<file path="config.mk">
export PLATFORM = sky130hd
export DESIGN_NAME = osc_freq_meter_flat
export DESIGN_NICKNAME = d
export VERILOG_FILES = /design/src/rtl/osc_meas_pkg.sv /design/src/rtl/osc_freq_meter_if.sv /design/src/rtl/ref_edge_sync.sv /design/src/rtl/osc_freq_meter.sv /design/src/flat_wrapper.sv
export SDC_FILE = /design/constraint.sdc
export NUM_CORES = 1
export LEC_CHECK = 0
export CAP_MARGIN = 25
export CELL_PAD_IN_SITES_DETAIL_PLACEMENT = 2
export CELL_PAD_IN_SITES_GLOBAL_PLACEMENT = 2
export CORE_UTILIZATION = 38
export CTS_CLUSTER_SIZE = 12
export DETAILED_ROUTE_END_ITERATION = 12
export PLACE_DENSITY = 0.93
export SLEW_MARGIN = 20
export SYNTH_ARGS = -nofsm -noshare
export SYNTH_HDL_FRONTEND = slang
export SYNTH_HIERARCHICAL = 1
export SYNTH_SLANG_ARGS = --single-unit
</file>
<file path="constraint.sdc">
create_clock -name ck -period 5.35 [get_ports ck]
set_input_delay 1.605 -clock ck [delete_from_list [all_inputs] [get_ports ck]]
set_output_delay 1.605 -clock ck [all_outputs]
set_load 0.05 [all_outputs]
</file>
<file path="src/rtl/osc_meas_pkg.sv">
// Shared definitions for the oscillator frequency meter slice.
//   meas_state_t : window state machine encoding (IDLE, COUNT)
//   lock_cnt_w() : bit width of a counter spanning 0..lock_n
//   err_w()      : width of the signed error word for a cw-bit count
package osc_meas_pkg;

  typedef enum logic {
    IDLE  = 1'b0,
    COUNT = 1'b1
  } meas_state_t;

  // Width needed to hold 0..lock_n; never below one bit.
  function automatic int lock_cnt_w(input int lock_n);
    return (lock_n < 1) ? 1 : $clog2(lock_n + 1);
  endfunction

  // The error carries one extra bit so count - target never wraps.
  function automatic int err_w(input int cw);
    return cw + 1;
  endfunction

endpackage

</file>
<file path="src/rtl/osc_freq_meter_if.sv">
// Result bundle published by osc_freq_meter once per completed window.
//   count : last completed window count (CW bits)
//   err   : signed count - target (CW+1 bits)
//   valid : one-cycle strobe on the cycle the fields below first change
//   ovf   : last window saturated
//   up/dn : oscillator slow / fast beyond tolerance
//   lock  : frequency lock indicator
// Modports: master (meter drives), slave (consumer reads).
interface osc_freq_meter_if
  import osc_meas_pkg::*;
#(
  parameter int CW = 16
) ();

  logic [CW-1:0]               count;
  logic signed [err_w(CW)-1:0] err;
  logic                        valid;
  logic                        ovf;
  logic                        up;
  logic                        dn;
  logic                        lock;

  modport master (output count, err, valid, ovf, up, dn, lock);
  modport slave  (input  count, err, valid, ovf, up, dn, lock);

endinterface

</file>
<file path="src/rtl/ref_edge_sync.sv">
// Brings the asynchronous reference clock into the ck domain and flags
// its rising edges.
//   ck       : oscillator clock (rising edge)
//   rst      : asynchronous active-high reset, all flops clear to 0
//   refclk   : reference clock, asynchronous to ck
//   ref_rise : one-cycle pulse per detected reference rising edge
module ref_edge_sync (
  input  logic ck,
  input  logic rst,
  input  logic refclk,
  output logic ref_rise
);

  logic s1, s2, s3;

  // s1/s2 form the metastability synchronizer and s3 holds the previous
  // synchronized level. The edge pulse s2 & ~s3 is itself registered so
  // the consumer sees a flop output; this places ref_rise two cycles after
  // the first ck edge that samples refclk high.
  always_ff @(posedge ck or posedge rst) begin
    if (rst) begin
      s1       <= 1'b0;
      s2       <= 1'b0;
      s3       <= 1'b0;
      ref_rise <= 1'b0;
    end else begin
      s1       <= refclk;
      s2       <= s1;
      s3       <= s2;
      ref_rise <= s2 & ~s3;
    end
  end

endmodule

</file>
<file path="src/rtl/osc_freq_meter.sv">
// Frequency meter running on the oscillator clock: counts ck cycles
// between successive reference rising edges and reports the count, the
// signed error against TARGET, up/dn steering flags and saturation.
//   ck     : oscillator clock (all flops, rising edge)
//   rst    : asynchronous active-high reset
//   refclk : reference clock, asynchronous to ck ("ref" is a keyword)
//   res    : osc_freq_meter_if.master result bundle
// Optional lock detector compiled in with `define OSC_FREQ_METER_LOCK_EN;
// without it res.lock is tied low.
module osc_freq_meter
  import osc_meas_pkg::*;
#(
  parameter int CW     = 16,
  parameter int TARGET = 150,
  parameter int TOL    = 2,
  parameter int LOCK_N = 4
) (
  input  logic             ck,
  input  logic             rst,
  input  logic             refclk,
  osc_freq_meter_if.master res
);

  localparam int EW = err_w(CW);
  localparam logic [CW-1:0]        CNT_MAX  = '1;
  localparam logic signed [EW-1:0] TARGET_S = EW'(TARGET);
  localparam logic signed [EW-1:0] TOL_S    = EW'(TOL);

  meas_state_t              state, state_n;
  logic [CW-1:0]            cnt, cnt_n;
  logic                     sat, sat_n;
  logic                     done;
  logic                     ref_rise;
  logic                     ovf_n, up_n, dn_n;
  logic signed [EW-1:0]     err_n;

  ref_edge_sync u_sync (
    .ck       (ck),
    .rst      (rst),
    .refclk   (refclk),
    .ref_rise (ref_rise)
  );

  // State, window counter and sticky saturation flag.
  always_ff @(posedge ck or posedge rst) begin
    if (rst) begin
      state <= IDLE;
      cnt   <= '0;
      sat   <= 1'b0;
    end else begin
      state <= state_n;
      cnt   <= cnt_n;
      sat   <= sat_n;
    end
  end

  // The first reference edge after reset only opens a window; every later
  // edge closes the running window (done) and opens the next one with the
  // edge cycle itself counted as 1. The counter sticks at all-ones and the
  // sticky flag remembers that it got there.
  always_comb begin
    state_n = state;
    cnt_n   = cnt;
    sat_n   = sat;
    done    = 1'b0;
    case (state)
      IDLE: begin
        if (ref_rise) begin
          state_n = COUNT;
          cnt_n   = CW'(1);
          sat_n   = 1'b0;
        end
      end
      COUNT: begin
        if (ref_rise) begin
          done  = 1'b1;
          cnt_n = CW'(1);
          sat_n = 1'b0;
        end else begin
          if (cnt != CNT_MAX) cnt_n = cnt + 1'b1;
          if (cnt_n == CNT_MAX) sat_n = 1'b1;
        end
      end
      default: state_n = IDLE;
    endcase
  end

  // Result of the window closing this cycle. Saturation overrides the
  // tolerance compare so a hopelessly fast oscillator always steers down.
  always_comb begin
    ovf_n = sat | (cnt == CNT_MAX);
    err_n = $signed({1'b0, cnt}) - TARGET_S;
    up_n  = (err_n < -TOL_S) & ~ovf_n;
    dn_n  = (err_n > TOL_S) | ovf_n;
  end

  // Output registers: all fields change together on a window completion
  // and valid marks exactly that cycle.
  always_ff @(posedge ck or posedge rst) begin
    if (rst) begin
      res.count <= '0;
      res.err   <= -TARGET_S;
      res.valid <= 1'b0;
      res.ovf   <= 1'b0;
      res.up    <= 1'b0;
      res.dn    <= 1'b0;
    end else begin
      res.valid <= done;
      if (done) begin
        res.count <= cnt;
        res.err   <= err_n;
        res.ovf   <= ovf_n;
        res.up    <= up_n;
        res.dn    <= dn_n;
      end
    end
  end

`ifdef OSC_FREQ_METER_LOCK_EN
  localparam int LW = lock_cnt_w(LOCK_N);
  localparam logic [LW-1:0] LOCK_MAX = LW'(LOCK_N);

  logic [LW-1:0] lock_cnt, lock_cnt_n;
  logic          lock_q;
  logic          intol;

  // Count consecutive good windows; a single bad window drops it to zero.
  always_comb begin
    intol      = ~ovf_n & (err_n >= -TOL_S) & (err_n <= TOL_S);
    lock_cnt_n = lock_cnt;
    if (done) begin
      if (!intol)                   lock_cnt_n = '0;
      else if (lock_cnt != LOCK_MAX) lock_cnt_n = lock_cnt + 1'b1;
    end
  end

  // lock is registered from the next count so it moves on the same edge
  // as the window result.
  always_ff @(posedge ck or posedge rst) begin
    if (rst) begin
      lock_cnt <= '0;
      lock_q   <= 1'b0;
    end else begin
      lock_cnt <= lock_cnt_n;
      lock_q   <= (lock_cnt_n == LOCK_MAX);
    end
  end

  assign res.lock = lock_q;
`else
  assign res.lock = 1'b0;
`endif

endmodule

</file>
<file path="src/flat_wrapper.sv">
// flat-port wrapper written by rule: the top's interface ports become plain ports
module osc_freq_meter_flat import osc_meas_pkg::*;
#(
  parameter int CW     = 16,
  parameter int TARGET = 150,
  parameter int TOL    = 2,
  parameter int LOCK_N = 4
)
  (ck, rst, refclk, res_count, res_err, res_valid, res_ovf, res_up, res_dn, res_lock);
  osc_freq_meter_if #(.CW(CW)) res_i ();
  input  logic ck;
  input  logic rst;
  input  logic refclk;
  output wire logic [$bits(res_i.count)-1:0] res_count;
  output wire logic [$bits(res_i.err)-1:0] res_err;
  output wire logic [$bits(res_i.valid)-1:0] res_valid;
  output wire logic [$bits(res_i.ovf)-1:0] res_ovf;
  output wire logic [$bits(res_i.up)-1:0] res_up;
  output wire logic [$bits(res_i.dn)-1:0] res_dn;
  output wire logic [$bits(res_i.lock)-1:0] res_lock;
  assign res_count = res_i.count;
  assign res_err = res_i.err;
  assign res_valid = res_i.valid;
  assign res_ovf = res_i.ovf;
  assign res_up = res_i.up;
  assign res_dn = res_i.dn;
  assign res_lock = res_i.lock;
  osc_freq_meter #(.CW(CW), .TARGET(TARGET), .TOL(TOL), .LOCK_N(LOCK_N)) u_core (.ck(ck), .rst(rst), .refclk(refclk), .res(res_i));
endmodule
</file>
==> results of run 1 <==
## metrics by stage
step / cells / worst slack, ps
4_1_cts: 492 / 2020
6_report: 492 / 2050
5_1_grt: 492 / 2010
2_1_floorplan: 357 / 2450
3_5_place_dp: 476 / 2250
3_3_place_gp: 476 / 2340
## worst max-delay path by stage
stage / slack (ps) / depth (start not counted) / startpoint / endpoint
2_1_floorplan: 2450 / 1 / rst / u_core/cnt[0]$_DFFE_PP0P_
3_3_place_gp: 2340 / 3 / rst / u_core/res.err[3]$_DFFE_PP1P_
3_5_place_dp: 2250 / 3 / rst / u_core/res.err[3]$_DFFE_PP1P_
4_1_cts: 2020 / 1 / u_core/res.err[10]$_DFFE_PP1P_ / res_err[10]
5_1_grt: 2010 / 1 / u_core/res.err[11]$_DFFE_PP1P_ / res_err[11]
6_report: 2050 / 1 / u_core/res.err[10]$_DFFE_PP1P_ / res_err[10]
## metal layers
layer  global-route usage  up-vias
li1                     -     1320
met1                0.302     1511
met2                0.456       64
met3               0.0407       21
met4                0.105        0
met5                    0        -
## cell usage after synthesis, drive strengths merged (5+ instances only)
cell type / count
dfrtp: 45
nand2: 40
o21ai: 31
nor2: 28
buf: 16
clkbuf: 14
dfstp: 13
mux2: 12
inv: 11
nor3: 11
xnor2: 11
a21oi: 10
nand3: 10
xor2: 10
and3: 7
mux2i: 5
o2111ai: 5
o211ai: 5
## cell families after synthesis
family / Yosys count / synth area share
AND/OR/NAND/NOR: 128 / 0.200
other: 1 / 0.00110
multiplexers: 17 / 0.0545
XOR/XNOR: 21 / 0.0541
AO/OA/AOI/OAI: 87 / 0.181
adder cells (fa/ha/maj): 4 / 0.0147
buffers and inverters: 41 / 0.0622
flip-flops: 58 / 0.432
## area by class of cell
class | instances | area (µm²) | area share
multi-input combinational | 258 | 1720 | 0.431
sequential | 58 | 1470 | 0.368
timing repair buffer | 41 | 405 | 0.102
clock buffer | 11 | 141 | 0.0355
tap | 108 | 135 | 0.0339
clock inverter | 5 | 77.6 | 0.0195
inverter | 11 | 42.5 | 0.0107
## power by group through the flow
stage          clock [mW]  sequential, mW  combinational, mW
2_1_floorplan           0           0.677              0.196
3_3_place_gp            0           0.578              0.399
3_5_place_dp            0           0.586              0.418
4_1_cts             0.470           0.580              0.428
5_1_grt             0.481           0.590              0.452
6_report            0.458           0.580              0.423
## state kept, by name, summed over array words and instances, names as in the netlist
| name | flops |
|---|---|
| u_core/cnt | 16 |
| u_core/res.valid | 1 |
| u_core/res.dn | 1 |
| u_core/u_sync/s2 | 1 |
| u_core/res.up | 1 |
| u_core/u_sync/s1 | 1 |
| u_core/state | 1 |
| u_core/res.count | 16 |
| u_core/u_sync/s3 | 1 |
| u_core/sat | 1 |
| u_core/res.ovf | 1 |
| u_core/u_sync/ref_rise | 1 |
| u_core/res.err | 16 |
==> summary.txt, run 1 <==
Clock network
  – H-tree depth: 3
  – Postcts setup bufs: 0
  – Post-cts resize count: 0
  – Cts hold-fix bufs: 0
  – Clk buf depth: 2
  – Clk slew on worst S/H paths: 70 ps
  – CTS tree: built
  – Worst-Skew Late Latency: roughly 350 ps
  – CTS buffer count: 9
  – Clk sink count: 58
  – Clk root buf: clkbuf_8

Drt
  – Wire length on met3: 315 µm
  – Detailed Route WL: around 11 mm
  – DR WL met2: 5.80 mm
  – Pre-antenna DRT Iters: 4
  – M1 WL: 4.73 mm
  – Via count: between 2000 and 3000
  – Antenna-violating nets left: 0
  – Top sig layer: met4
  – Initial DRC Count: 90
  – Vias/cell: 5.93
  – Routed len/inst: 22.6 µm
  – DRC: 0

Yosys
  – Yosys reg bits: 58
  – Synth top area share: 0.331
  – Cell variety after synth: a little over 70
  – Async SR Flop Fraction: 1.00
  – Syn. warnings: 6
  – Mapped cell area: 3400 µm²
  – Post-synth top area cell: dfrtp_1
  – Ys flop type: dfrtp_1
  – Post-synth EDFFs: 0
  – Mean Syn Cell Area: 9.52 µm²
  – Seq/Total Area, Yosys: 0.432
  – Dominant cells by area after synthesis: dfrtp_1 33%, dfstp_2 10%, nand2_1 4.4%
  – Cells after Synth: around 360
  – Post-Syn Nets: 364

Cells and area
  – Fillers: a little over 900
  – Final core occ: 0.459
  – Diode count: 0
  – Synth-to-layout area growth: 17.4%
  – Commonest cells after routing, fill and taps aside: 45 x dfrtp_1, 40 x nand2_1, 39 x clkdlybuf4s50_1
  – Most common cell after layout, fill and taps aside: dfrtp_1
  – Total Nets Final: 386
  – Share of post-route cells with drive strength above 1: 0.159
  – Design Area, Final: 3990 µm²

Run
  – Max Cap Viol: 0

Critical path
  – Worst flop-to-flop path endpoint: u_core/sat$_DFFE_PP0P_
  – Buf/Inv on CP: 1
  – Max incr delay on CP: between 800 and 900 ps
  – R2R depth: 6
  – Cells along the critical path: clkdlybuf4s50_1
  – Crit start category: flop
  – Critical path's slowest cell: clkdlybuf4s50_1
  – CP required: 3740 ps
  – Largest fanout on the critical path: 2
  – Delay-heaviest family, CP: buffers and inverters
  – Critical path capture point type: output port
  – Crit path DAT: ~1700 ps
  – Reg-to-reg slack, setup: about 2500 ps
  – Worst Path Class, Setup: reg2out
  – FF-to-FF Start: u_core/cnt[2]$_DFFE_PP0P_

Min path
  – Hold_sp: u_core/u_sync/s1$_DFF_PP0_
  – HP Class: reg2reg
  – Hold path cells: 0
  – Worst Hold Path EP: u_core/u_sync/s2$_DFF_PP0_

Global routing
  – Vias in the first global route: 3173
  – Total GRT Usage: 0.255
  – Antenna violations before repair: 0
  – GR Overflow Total: 0
  – Pin count of the biggest net entering global routing: 49
  – First-pass GRT wire length: 17.4 mm

STA
  – Slew of the pin with the lowest slew margin: slightly below 900 ps
  – Endpoints failing setup: 0
  – Max Clock Freq: slightly above 300 MHz
  – Final-report max-slew violation count: 0
  – Clk_skew: 8.73 ps
  – Setup TNS: 0 ps
  – Fin crit share: 0.618
  – Hold WS: 353 ps
  – Slew headroom: 0.420
  – Tmin final: approximately 3300 ps
  – Final Hold Viols: 0
  – RSZ-0062 raised after global routing: no

Power
  – Power Dens Cells: 366 nW/µm²
  – Switching share of total power: 0.376
  – Peak supply drop: 0.0978 mV
  – Leakage dissipation: 1.74 nW
  – Clock network fraction of design power: 0.313
  – Seq pwr share: 0.397
  – Pwr Total: approximately 1.5 mW
  – Combinational power share: 0.290
  – Net Switching: around 0.55 mW
  – Cell Int Power: 0.912 mW

Floorplanning
  – Die X: between 90 and 100 µm
  – Core Region: about 8700 µm²
  – # IOs: between 40 and 50
  – # rows: 34
  – DIE HEIGHT: 96.6 µm
  – Die area: 9320 µm²
  – Initial Utilization: 0.391

Place
  – GP Congestion: 0.838
  – Placed Area: ~3800 µm²
  – HPWL after detailed placement: roughly 7.1 mm
  – IO Port Bufs: 39

Status
  – Outcome: finished, final reports clean
(Power assumes the default switching activity.)
==> inputs of run 2 (changes only) <==
CORE_UTILIZATION = 32   (was 38)
PLACE_DENSITY = 0.85   (was 0.93)
clock period = 2.95 ns   (was 5.35 ns; I/O delays follow)
==> run 2 against run 1 <==
Sequential share of layout area fell by 0.70 points. Clock power grew 51%. Global-route usage shrank 5.9 points. Die area is 18% higher. First-iteration DRC count down 1.1%. Sequential cell count unchanged. Largest power group unchanged.
==> summary.txt, run 2 (same netlist as run 1, synthesis figures left out) <==
Clock network
  – CTS buffer count: 9
  – Cts hold-fix bufs: 0
  – Post-cts resize count: 0
  – Clk buf depth: 2
  – Worst-Skew Late Latency: 350 ps
  – Clk root buf: clkbuf_8
  – Clk slew on worst S/H paths: 70 ps
  – Clk sink count: 58
  – Postcts setup bufs: 0
  – CTS tree: built
  – H-tree depth: 3

Critical path
  – FF-to-FF Start: u_core/cnt[2]$_DFFE_PP0P_
  – Buf/Inv on CP: 1
  – Cells along the critical path: clkdlybuf4s50_1
  – Crit path capture: res_err[13]
  – Worst setup path start: u_core/res.err[13]$_DFFE_PP1P_
  – R2R depth: 6
  – Reg-to-reg slack, setup: 370 ps
  – Critical path capture point type: output port
  – Max incr delay on CP: 810 ps
  – Largest fanout on the critical path: 2
  – Crit start category: flop
  – Worst Path Class, Setup: reg2out
  – Worst flop-to-flop path endpoint: u_core/sat$_DFFE_PP0P_
  – Crit path DAT: 1700 ps
  – Critical Path Stages: 1
  – Critical path's slowest cell: clkdlybuf4s50_1
  – Delay-heaviest family, CP: buffers and inverters
  – CP required: 2070 ps

Place
  – HPWL after detailed placement: between 7 and 8 mm
  – IO Port Bufs: 39
  – GP Congestion: just under 0.9

STA
  – RSZ-0062 raised after global routing: no
  – Slew of the pin with the lowest slew margin: between 600 and 700 ps
  – Endpoints failing setup: 0
  – Final-report max-slew violation count: 0
  – Final Hold Viols: 0
  – Setup TNS: 0 ps
  – Tmin final: 2580 ps
  – Max Clock Freq: 387 MHz
  – Clk_skew: 8.47 ps
  – Slew headroom: 0.559
  – Fin crit share: 0.875

Floorplanning
  – Die X: 105 µm
  – DIE HEIGHT: 105 µm
  – Die area: 11000 µm²
  – # rows: 37
  – # IOs: 41
  – Core Region: 10300 µm²
  – Initial Utilization: 0.329

Power
  – Peak supply drop: 0.330 mV
  – Pwr Total: between 2 and 2.5 mW
  – Power Dens Cells: around 610 nW/µm²
  – Leakage dissipation: 1.78 nW

Cells and area
  – Most common cell after layout, fill and taps aside: dfrtp_1
  – Share of post-route cells with drive strength above 1: 0.176
  – Synth-to-layout area growth: 19.7%
  – Diode count: 0
  – Total Nets Final: 395
  – Biggest regs: u_core/cnt x16, u_core/res.count x16, u_core/res.err x16
  – Commonest cells after routing, fill and taps aside: 45 x dfrtp_1, 40 x nand2_1, 39 x clkdlybuf4s50_1

Drt
  – Detailed Route WL: 10.2 mm
  – Routed len/inst: 19.4 µm
  – Initial DRC Count: slightly below 90
  – Via count: 2867
  – Antenna-violating nets left: 0
  – DRC: 0
  – Vias/cell: 5.42
  – Pre-antenna DRT Iters: 4

Status
  – Outcome: finished, final reports clean

Min path
  – HP Class: reg2reg

Global routing
  – Pin count of the biggest net entering global routing: 35
  – First-pass GRT wire length: 16.6 mm
  – Antenna violations before repair: 0
  – Vias in the first global route: 3118
  – GR Overflow Total: 0
  – Total GRT Usage: 0.196

Run
  – Max Cap Viol: 0
run 2: cell count changes in the layout (fill, tap and decap cells not counted):
| cell | previous run | this run |
|---|---|---|
| buf_12 | 0 | 1 |
| clkbuf_1 | 1 | 2 |
| clkinv_2 | 3 | 2 |
| buf_4 | 2 | 10 |
| clkbuf_8 | 10 | 12 |
| clkinvlp_4 | 1 | 0 |
| inv_2 | 1 | 2 |
| bufinv_16 | 2 | 0 |
run 2: layer usage:
metal / GRT usage / vias up / wire length [µm]
met1: 0.236 / 1447 / 4480
met3: 0.0443 / 20 / 331
met5: 0 / - / 0
met4: 0.103 / 0 / 316
met2: 0.327 / 71 / 5110
li1: - / 1329 / -
run 2: power by group:
group	switching (mW)	leakage [nW]	internal [mW]
clock	0.319	0.0965	0.371
combinational	0.506	0.950	0.251
sequential	0.129	0.732	0.909
run 2: area by class of cell:
class | instances | area [µm²]
multi-input combinational | 258 | 1720
tap | 136 | 170
fill | 1111 | 6260
inverter | 11 | 41.3
clock buffer | 14 | 173
clock inverter | 2 | 10.0
sequential | 58 | 1470
timing repair buffer | 50 | 485
run 2: how the worst min path moves through the flow:
stage,start,endpoint,slack [ps],cells after the start
floorplan,u_core/u_sync/s1$_DFF_PP0_,u_core/u_sync/s2$_DFF_PP0_,330,0
global placement,u_core/u_sync/s1$_DFF_PP0_,u_core/u_sync/s2$_DFF_PP0_,330,0
detailed placement,u_core/u_sync/s1$_DFF_PP0_,u_core/u_sync/s2$_DFF_PP0_,340,0
CTS,u_core/u_sync/s1$_DFF_PP0_,u_core/u_sync/s2$_DFF_PP0_,360,0
global route,u_core/u_sync/s1$_DFF_PP0_,u_core/u_sync/s2$_DFF_PP0_,370,0
finish,u_core/u_sync/s1$_DFF_PP0_,u_core/u_sync/s2$_DFF_PP0_,350,0
run 2: metrics by stage:
stage	area, µm²	worst slack [ps]	instances	util	hold WS, ps
after global placement	3880	502	513	0.376	335
after floorplan	3400	772	357	-	331
after detailed placement	3880	370	513	0.376	342
after global routing	4070	129	529	0.394	366
after CTS	4070	335	529	0.394	358
final	4070	368	529	0.394	353
